===== config.mk =====
export PLATFORM = sky130hd
export DESIGN_NAME = acq_sequencer
export DESIGN_NICKNAME = d
export VERILOG_FILES = /design/src/rtl/acq_sequencer.sv
export SDC_FILE = /design/constraint.sdc
export NUM_CORES = 1
export LEC_CHECK = 0
export ABC_CLOCK_PERIOD_IN_PS = 4800
export BUFFER_PORTS_ARGS = -buffer_cell sky130_fd_sc_hd__clkbuf_2
export CAP_MARGIN = 15
export CORE_MARGIN = 3
export CORE_UTILIZATION = 40
export DETAILED_ROUTE_END_ITERATION = 12
export PLACE_DENSITY = 0.61
export SYNTH_ARGS = -nofsm -noshare
export SYNTH_HDL_FRONTEND = slang
export SYNTH_SLANG_ARGS = --single-unit

===== constraint.sdc =====
create_clock -name iclk -period 4.8 [get_ports iclk]
set_clock_uncertainty 0.05 [all_clocks]
set_input_delay 1.44 -clock iclk [delete_from_list [all_inputs] [get_ports iclk]]
set_output_delay 1.44 -clock iclk [all_outputs]
set_load 0.02 [all_outputs]

===== src/rtl/acq_sequencer.sv =====
// ---------------------------------------------------------------------------
// acq_sequencer
// Acquisition command sequencer that sits behind the SPI register block, in
// the iclk domain. The host writes an instruction byte (sclk domain). A new
// command is issued by flipping instruction[7]. The byte is brought into iclk
// through a two-stage synchronizer. A command is accepted only when both
// stages agree, so a byte caught mid-change is never decoded.
//
// Sequence: IDLE -> ARMED -> TRIG (pulse) -> READ (handshake) -> IDLE/ARMED,
// with CLR reachable from every state except CLR itself.
//
// Ports
//   iclk, rstn               clock and asynchronous active-low reset
//   instruction[7:0]         [7] command toggle, [3:0] opcode (sclk domain)
//   mode[7:0]                [0] auto-rearm after readout
//   trigger_channel_mask[7:0] channel mask, captured on TRIG entry
//   ext_trig                 external trigger level (rising edge used)
//   readout_ack              readout consumer done
//   acq_en, trig_out[7:0], readout_req, clear_out, busy  state outputs
//   cmd_err, timeout_err     sticky error flags
//   trig_count[7:0]          triggers taken, wraps 255 -> 0
//
// Configuration macro: ACQ_READOUT_TIMEOUT_EN
//   When defined, READ gives up after READOUT_TIMEOUT cycles without
//   readout_ack. It then sets timeout_err and returns to IDLE.
//   When undefined, READ waits for readout_ack indefinitely, and
//   timeout_err is tied to 0.
// ---------------------------------------------------------------------------
module acq_sequencer #(
    parameter int TRIG_CYCLES     = 4,
    parameter int CLR_CYCLES      = 8,
    parameter int READOUT_TIMEOUT = 1024
) (
    input  logic       iclk,
    input  logic       rstn,
    input  logic [7:0] instruction,
    input  logic [7:0] mode,
    input  logic [7:0] trigger_channel_mask,
    input  logic       ext_trig,
    input  logic       readout_ack,
    output logic       acq_en,
    output logic [7:0] trig_out,
    output logic       readout_req,
    output logic       clear_out,
    output logic       busy,
    output logic       cmd_err,
    output logic       timeout_err,
    output logic [7:0] trig_count
);

    localparam int PULSE_MAX = (TRIG_CYCLES > CLR_CYCLES) ? TRIG_CYCLES : CLR_CYCLES;
    localparam int CNT_W     = $clog2(PULSE_MAX) + 1;
    localparam logic [CNT_W-1:0] TRIG_LOAD = CNT_W'(TRIG_CYCLES - 1);
    localparam logic [CNT_W-1:0] CLR_LOAD  = CNT_W'(CLR_CYCLES - 1);
    localparam logic [CNT_W-1:0] CNT_ONE   = CNT_W'(1);

    localparam logic [3:0] OP_NOP       = 4'd0;
    localparam logic [3:0] OP_START     = 4'd1;
    localparam logic [3:0] OP_STOP      = 4'd2;
    localparam logic [3:0] OP_SOFT_TRIG = 4'd3;
    localparam logic [3:0] OP_READOUT   = 4'd4;
    localparam logic [3:0] OP_CLEAR     = 4'd5;

    typedef enum logic [2:0] {
        S_IDLE,
        S_ARMED,
        S_TRIG,
        S_READ,
        S_CLR
    } state_e;

    state_e           state_q, state_d;
    logic [7:0]       sync1_q, sync2_q;
    logic             last_tog_q, last_tog_d;
    logic             ext_trig_dly_q;
    logic [CNT_W-1:0] pulse_cnt_q, pulse_cnt_d;
    logic [7:0]       trig_out_q, trig_out_d;
    logic [7:0]       trig_count_q, trig_count_d;
    logic             cmd_err_q, cmd_err_d;
    logic             acq_en_q, readout_req_q, clear_out_q, busy_q;

`ifdef ACQ_READOUT_TIMEOUT_EN
    localparam int TMO_W = $clog2(READOUT_TIMEOUT) + 1;
    localparam logic [TMO_W-1:0] TMO_LOAD = TMO_W'(READOUT_TIMEOUT - 1);
    logic [TMO_W-1:0] tmo_cnt_q, tmo_cnt_d;
    logic             timeout_err_q, timeout_err_d;
`endif

    logic       cmd_valid;
    logic [3:0] opcode;
    logic       op_legal;
    logic       ext_rise;
    logic       is_clear;
    logic       go_trig, go_read, go_clr, set_err;

    // Both synchronizer stages must agree, so an instruction byte that is
    // changing while it is sampled is ignored until it is stable.
    assign cmd_valid = (sync2_q == sync1_q) && (sync2_q[7] != last_tog_q);
    assign opcode    = sync2_q[3:0];
    assign op_legal  = (opcode <= OP_CLEAR);
    assign ext_rise  = ext_trig & ~ext_trig_dly_q;
    assign is_clear  = cmd_valid && (opcode == OP_CLEAR);

    always_comb begin
        // NOTE: every signal gets a default first, so no path leaves it unassigned and no latch is inferred.
        state_d      = state_q;
        last_tog_d   = last_tog_q;
        pulse_cnt_d  = pulse_cnt_q;
        trig_out_d   = trig_out_q;
        trig_count_d = trig_count_q;
        cmd_err_d    = cmd_err_q;
        go_trig      = 1'b0;
        go_read      = 1'b0;
        go_clr       = 1'b0;
        set_err      = 1'b0;
`ifdef ACQ_READOUT_TIMEOUT_EN
        tmo_cnt_d     = tmo_cnt_q;
        timeout_err_d = timeout_err_q;
`endif
        // Consume every accepted toggle, even when the command is rejected.
        if (cmd_valid) last_tog_d = sync2_q[7];

        unique case (state_q)
            S_IDLE: begin
                if (cmd_valid) begin
                    case (opcode)
                        OP_START:        state_d = S_ARMED;
                        OP_SOFT_TRIG:    go_trig = 1'b1;
                        OP_READOUT:      go_read = 1'b1;
                        OP_CLEAR:        go_clr  = 1'b1;
                        OP_NOP, OP_STOP: ;
                        default:         set_err = 1'b1;
                    endcase
                end
            end
            S_ARMED: begin
                // Same-cycle priority: CLEAR, then STOP, then any trigger.
                if (is_clear) begin
                    go_clr = 1'b1;
                end else if (cmd_valid && (opcode == OP_STOP)) begin
                    state_d = S_IDLE;
                end else begin
                    if (ext_rise || (cmd_valid && (opcode == OP_SOFT_TRIG))) go_trig = 1'b1;
                    if (cmd_valid && ((opcode == OP_READOUT) || !op_legal)) set_err = 1'b1;
                end
            end
            S_TRIG: begin
                if (is_clear) begin
                    go_clr = 1'b1;
                end else begin
                    if (cmd_valid) set_err = 1'b1;
                    if (pulse_cnt_q == '0) go_read = 1'b1;
                    else                   pulse_cnt_d = pulse_cnt_q - CNT_ONE;
                end
            end
            S_READ: begin
                if (is_clear) begin
                    go_clr = 1'b1;
                end else begin
                    if (cmd_valid) set_err = 1'b1;
                    if (readout_ack) begin
                        state_d = mode[0] ? S_ARMED : S_IDLE;
                    end
`ifdef ACQ_READOUT_TIMEOUT_EN
                    else if (tmo_cnt_q == '0) begin
                        state_d       = S_IDLE;
                        timeout_err_d = 1'b1;
                    end else begin
                        tmo_cnt_d = tmo_cnt_q - TMO_W'(1);
                    end
`endif
                end
            end
            S_CLR: begin
                if (cmd_valid) set_err = 1'b1;
                if (pulse_cnt_q == '0) state_d = S_IDLE;
                else                   pulse_cnt_d = pulse_cnt_q - CNT_ONE;
            end
            default: state_d = S_IDLE;
        endcase

        if (set_err) cmd_err_d = 1'b1;

        // An empty mask is a rejected trigger: the state is left unchanged.
        if (go_trig) begin
            if (trigger_channel_mask == 8'h00) begin
                cmd_err_d = 1'b1;
            end else begin
                state_d      = S_TRIG;
                trig_out_d   = trigger_channel_mask;
                pulse_cnt_d  = TRIG_LOAD;
                trig_count_d = trig_count_q + 8'd1;
            end
        end

        if (go_read) begin
            state_d = S_READ;
`ifdef ACQ_READOUT_TIMEOUT_EN
            tmo_cnt_d = TMO_LOAD;
`endif
        end

        if (go_clr) begin
            state_d      = S_CLR;
            pulse_cnt_d  = CLR_LOAD;
            trig_count_d = 8'h00;
            cmd_err_d    = 1'b0;
`ifdef ACQ_READOUT_TIMEOUT_EN
            timeout_err_d = 1'b0;
`endif
        end

        if (state_d != S_TRIG) trig_out_d = 8'h00;
    end

    // Outputs are decoded from the next state and registered, so each one
    // changes on the same edge as the state.
    always_ff @(posedge iclk or negedge rstn) begin
        if (!rstn) begin
            state_q        <= S_IDLE;
            sync1_q        <= 8'h00;
            sync2_q        <= 8'h00;
            last_tog_q     <= 1'b0;
            ext_trig_dly_q <= 1'b0;
            pulse_cnt_q    <= '0;
            trig_out_q     <= 8'h00;
            trig_count_q   <= 8'h00;
            cmd_err_q      <= 1'b0;
            acq_en_q       <= 1'b0;
            readout_req_q  <= 1'b0;
            clear_out_q    <= 1'b0;
            busy_q         <= 1'b0;
`ifdef ACQ_READOUT_TIMEOUT_EN
            tmo_cnt_q      <= '0;
            timeout_err_q  <= 1'b0;
`endif
        end else begin
            // NOTE: non-blocking assignments here, so every register samples pre-edge values.
            state_q        <= state_d;
            sync1_q        <= instruction;
            sync2_q        <= sync1_q;
            last_tog_q     <= last_tog_d;
            ext_trig_dly_q <= ext_trig;
            pulse_cnt_q    <= pulse_cnt_d;
            trig_out_q     <= trig_out_d;
            trig_count_q   <= trig_count_d;
            cmd_err_q      <= cmd_err_d;
            acq_en_q       <= (state_d == S_ARMED);
            readout_req_q  <= (state_d == S_READ);
            clear_out_q    <= (state_d == S_CLR);
            busy_q         <= (state_d == S_TRIG) || (state_d == S_READ) || (state_d == S_CLR);
`ifdef ACQ_READOUT_TIMEOUT_EN
            tmo_cnt_q      <= tmo_cnt_d;
            timeout_err_q  <= timeout_err_d;
`endif
        end
    end

    assign acq_en      = acq_en_q;
    assign trig_out    = trig_out_q;
    assign readout_req = readout_req_q;
    assign clear_out   = clear_out_q;
    assign busy        = busy_q;
    assign cmd_err     = cmd_err_q;
    assign trig_count  = trig_count_q;

    // Byte fields that carry no function in this block.
    logic unused_bits;
`ifdef ACQ_READOUT_TIMEOUT_EN
    assign timeout_err = timeout_err_q;
    assign unused_bits = ^{mode[7:1]};
`else
    assign timeout_err = 1'b0;
    assign unused_bits = ^{mode[7:1], 32'(READOUT_TIMEOUT)};
`endif

endmodule


==> PnR_summary.wiki <==
{| class="wikitable"
! Metric !! Value
|-
| Crit path required time || 4.98 ns
|-
| Length in cells of the worst reg-to-reg path || 7
|-
| CP max stage delay || between 0.5 and 0.6 ns
|-
| Startpoint-to-endpoint class of the critical path || in -> reg
|-
| Sequential area share after synthesis || 0.537
|-
| Maximum count of clock buffers along a single path || 2
|-
| CTS buffer count || 5
|-
| Number of vias per cell after detailed routing || 5.04
|-
| Fraction of met1 tracks used by global routing || 0.227
|-
| Hold buffers post-CTS || 0
|-
| Unrepaired setup endpoints after global routing || false
|-
| Max stage delay cell, worst path || sky130_fd_sc_hd__nor4_1
|-
| Maximum number of pins on one net before global-route repair || 47
|-
| Placement Rows || 26
|-
| Routed wirelength normalized by instance count || 13.5 um
|-
| Number of global-route vias before repair || 1548
|-
| Largest cells by area after synthesis || sky130_fd_sc_hd__dfrtp_1 54%, sky130_fd_sc_hd__nor2_1 4.4%, sky130_fd_sc_hd__xnor2_1 4.1%, sky130_fd_sc_hd__a22oi_1 2.8%, sky130_fd_sc_hd__nand2_1 2.5%
|-
| Number of synthesized register bits || 46
|-
| Highest-utilization routing layer at the global route stage || met1
|-
| Transition time of the tightest slew-check pin || 0.780 ns
|-
| Post-CTS setup-driven buffer insertion count || 0
|-
| Crit-path cells || clkbuf_2 -> nor4_1 -> nand2_1 -> nand2b_1 -> o21ai_2 -> nor2_1 -> nand2_1 -> a21oi_2
|-
| Tcrit/Tclk final || 0.613
|-
| Mapped Avg Cell Area || 10.6 um2
|-
| Length of the first detailed-routing pass in iterations || 4
|-
| Shortest period the worst path allows || ~2.9 ns
|-
| Endpoint kind of the worst setup timing path || flop
|-
| Total routing usage reported by global routing || 0.146
|-
| Count of buffers inserted at the top-level ports || 41
|-
| Clock-pin slew on the worst setup and hold paths || 0.08 ns
|-
| Post-cts sizing count || 0
|-
| Placer's final routability congestion estimate || 0.837
|-
| Primary flip-flop cell chosen by synthesis mapping || sky130_fd_sc_hd__dfrtp_1
|-
| Worst relative slew slack || 0.480
|-
| Classification of the worst-slack hold path || reg -> reg
|-
| Antenna violations before repair || 0
|-
| CP arrival || between 3 and 4 ns
|-
| Cell Count, Final, Fillers Out || 317
|-
| Number of filler cells placed in the layout || 510
|-
| Number of cells produced by synthesis || 202
|-
| Clock Sinks || 46
|-
| Leakage power || 1.17 nW
|-
| Post-detailed-placement half-perimeter wirelength || ~3100 um
|-
| Syn-to-layout area delta || 16.2%
|-
| Achievable Freq || between 300 and 400 MHz
|-
| Starting utilization of the core area || 0.417
|-
| Synthesis Warnings || 0
|-
| Count of inserted antenna diode cells || 0
|-
| Number of nets produced by synthesis || 232
|-
| Drt initial violations || 89
|-
| Routed wire length || 4270 um
|-
| Met2 capacity usage during global routing || 0.208
|-
| Result of the run || finished, final reports clean
|-
| Clock tree from TritonCTS || built
|-
| Via count || 1599
|-
| Clk Tree Root Cell || sky130_fd_sc_hd__clkbuf_8
|-
| Area enclosed by the die boundary || 6270 um2
|-
| Netlist Area Pre-Place || 2140 um2
|-
| First-pass GRT wire length || 7340 um
|-
| Ys async rst share || 1.00
|-
| Number of cells after detailed placement || 309
|-
| Worst Setup Start Kind || primary input
|-
| Final Worst Setup Slack || around 1.9 ns
|-
| Met3 Usage GRT || 0.0283
|-
| Congestion Overflow GR || 0
|-
| Die extent in x || 79.2 um
|-
| Core Region || 5140 um2
|-
| Drc violations || 0
|-
| Yosys top cell area share || 0.537
|-
| Biggest area consumer among synthesized cells || sky130_fd_sc_hd__dfrtp_1
|-
| Max-cap check violation count || 0
|-
| Net count of the finished layout || around 280
|-
| Insertion delay to the later sink of the worst-skew pair || 0.29 ns
|-
| Total negative slack for setup checks || 0 ns
|-
| Top-level port count || 50
|-
| Power density over the cells || 406 nW/um2
|-
| Stages on worst setup path || 8
|-
| Fin. Hold Viols || 0
|-
| Worst path bufs/invs || 1
|-
| Cell occurring most often along the worst timing path || sky130_fd_sc_hd__nand2_1
|-
| Yosys cell types || slightly below 50
|-
| Height of the chip || 79.2 um
|-
| CTS HTree Levels || 2
|-
| Largest driver fanout on the critical path || 19
|-
| Number of enable-type register cells in the synthesized netlist || 0
|-
| Final Util || 0.484
|-
| Antenna-violating nets left || 0
|-
| Share of layout cells above drive strength 1 || 0.243
|-
| Number of cells on the worst hold path || 0
|-
| Critical path's top delay family || simple AND/OR/NAND/NOR gates
|-
| Endpoints failing setup || 0
|-
| Fin. max-slew vios || 0
|-
| Largest vdd supply drop || 0.182 mV
|-
| Total power after layout || around 1.0 mW
|-
| Worst slack after detailed placement || 1.49 ns
|}
-- final timing paths --
| check | from | to | slack [ns] |
|---|---|---|---|
| worst max-delay path | trigger_channel_mask[4] | readout_req$_DFF_PN0_ | 1.86 |
| worst min-delay path | sync1_q[2]$_DFF_PN0_ | sync2_q[2]$_DFF_PN0_ | 0.35 |
| worst max register to register | state_q[2]$_DFF_PN0_ | readout_req$_DFF_PN0_ | 2.40 |
| worst min register to register | sync1_q[2]$_DFF_PN0_ | sync2_q[2]$_DFF_PN0_ | 0.35 |
| max in group asynchronous | rstn | trig_out[3]$_DFFE_PN0P_ | 3.14 |
| min in group asynchronous | rstn | trig_count[5]$_DFFE_PN0P_ | 1.17 |
-- layout by cell type (no fill, tap or decap), types with 2 or more instances in the layout --
cell type / netlist / final
sky130_fd_sc_hd__nor2_1: 25 / 25
sky130_fd_sc_hd__or3_1: 3 / 3
sky130_fd_sc_hd__nand3b_1: 3 / 3
sky130_fd_sc_hd__xnor2_1: 10 / 10
sky130_fd_sc_hd__inv_1: 6 / 6
sky130_fd_sc_hd__nand2b_1: 6 / 6
sky130_fd_sc_hd__and3_1: 3 / 3
sky130_fd_sc_hd__nor4_1: 3 / 3
sky130_fd_sc_hd__clkbuf_2: 0 / 41
sky130_fd_sc_hd__and2_1: 2 / 2
sky130_fd_sc_hd__nand3_1: 5 / 5
sky130_fd_sc_hd__a31oi_1: 2 / 2
sky130_fd_sc_hd__clkbuf_8: 0 / 6
sky130_fd_sc_hd__a21oi_1: 8 / 8
sky130_fd_sc_hd__nand4_1: 4 / 4
sky130_fd_sc_hd__nand2_1: 14 / 14
sky130_fd_sc_hd__a22oi_1: 8 / 8
sky130_fd_sc_hd__dfrtp_1: 46 / 46
sky130_fd_sc_hd__a211oi_1: 2 / 2
sky130_fd_sc_hd__nor3_1: 4 / 4
sky130_fd_sc_hd__o21ai_0: 6 / 6
sky130_fd_sc_hd__ha_1: 2 / 2
sky130_fd_sc_hd__buf_4: 3 / 2
sky130_fd_sc_hd__xor2_1: 6 / 6
sky130_fd_sc_hd__nand2_2: 2 / 2
sky130_fd_sc_hd__nor2b_1: 2 / 2
-- final cells by class --
cell class                 instances  area [um2]  share of cell area
clock inverter                     2        12.5             0.00503
multi-input combinational        144         912               0.367
clock buffer                       6        82.6              0.0332
inverter                           6        22.5             0.00905
sequential                        46        1150               0.463
tap                               70        87.6              0.0352
timing repair buffer              43         220              0.0885
-- synth_stat cells, drive strengths merged, types with 3 or more instances --
library cell	instances
dfrtp	46
or3	4
and3	3
nand3b	3
a21oi	9
nand4	4
nand3	5
nor2	25
o21ai	8
nand2b	6
inv	6
nor3	5
xor2	6
and2	3
nand2	16
buf	6
a22oi	8
xnor2	10
nor4	4
-- stage by stage --
step           instance area, um2  hold WS (ns)
5_1_grt                      2490         0.367
6_report                     2490         0.348
3_5_place_dp                 2390         0.334
4_1_cts                      2490         0.354
2_1_floorplan                2140         0.323
3_3_place_gp                 2390         0.328
-- registers in the layout (all words and copies together), names as in the netlist --
register        cells
acq_en              1
busy                1
clear_out           1
cmd_err             1
ext_trig_dly_q      1
last_tog_q          1
pulse_cnt_q         4
readout_req         1
state_q             3
sync1_q             8
sync2_q             8
trig_count          8
trig_out            8
-- report_power, final --
part           leakage (nW)  internal [mW]  switching (mW)  total [mW]
registers             0.583          0.439          0.0522       0.492
logic                 0.544          0.111           0.165       0.276
clock network        0.0472          0.116           0.126       0.242
total                  1.17          0.667           0.343        1.01
-- metal layers --
layer  wire length, um  part of all wire
met1              2230              0.52
met2              1860              0.44
met3               143             0.033
met4                38            0.0089
met5                 0                 0
-- logic make-up (layout without fill, tap and decap cells) --
logic type | after synthesis | count (layout) | share of synthesized area
AND/OR/NAND/NOR | 86 | 86 | 0.220
flip-flops | 46 | 46 | 0.537
AO/OA/AOI/OAI | 38 | 38 | 0.122
XOR/XNOR | 16 | 16 | 0.0654
buffers and inverters | 12 | 57 | 0.0368
adder cells (fa/ha/maj) | 2 | 2 | 0.0117
other | 1 | 1 | 0.00175
multiplexers | 1 | 1 | 0.00467
Power figures use the tool's default switching activity.
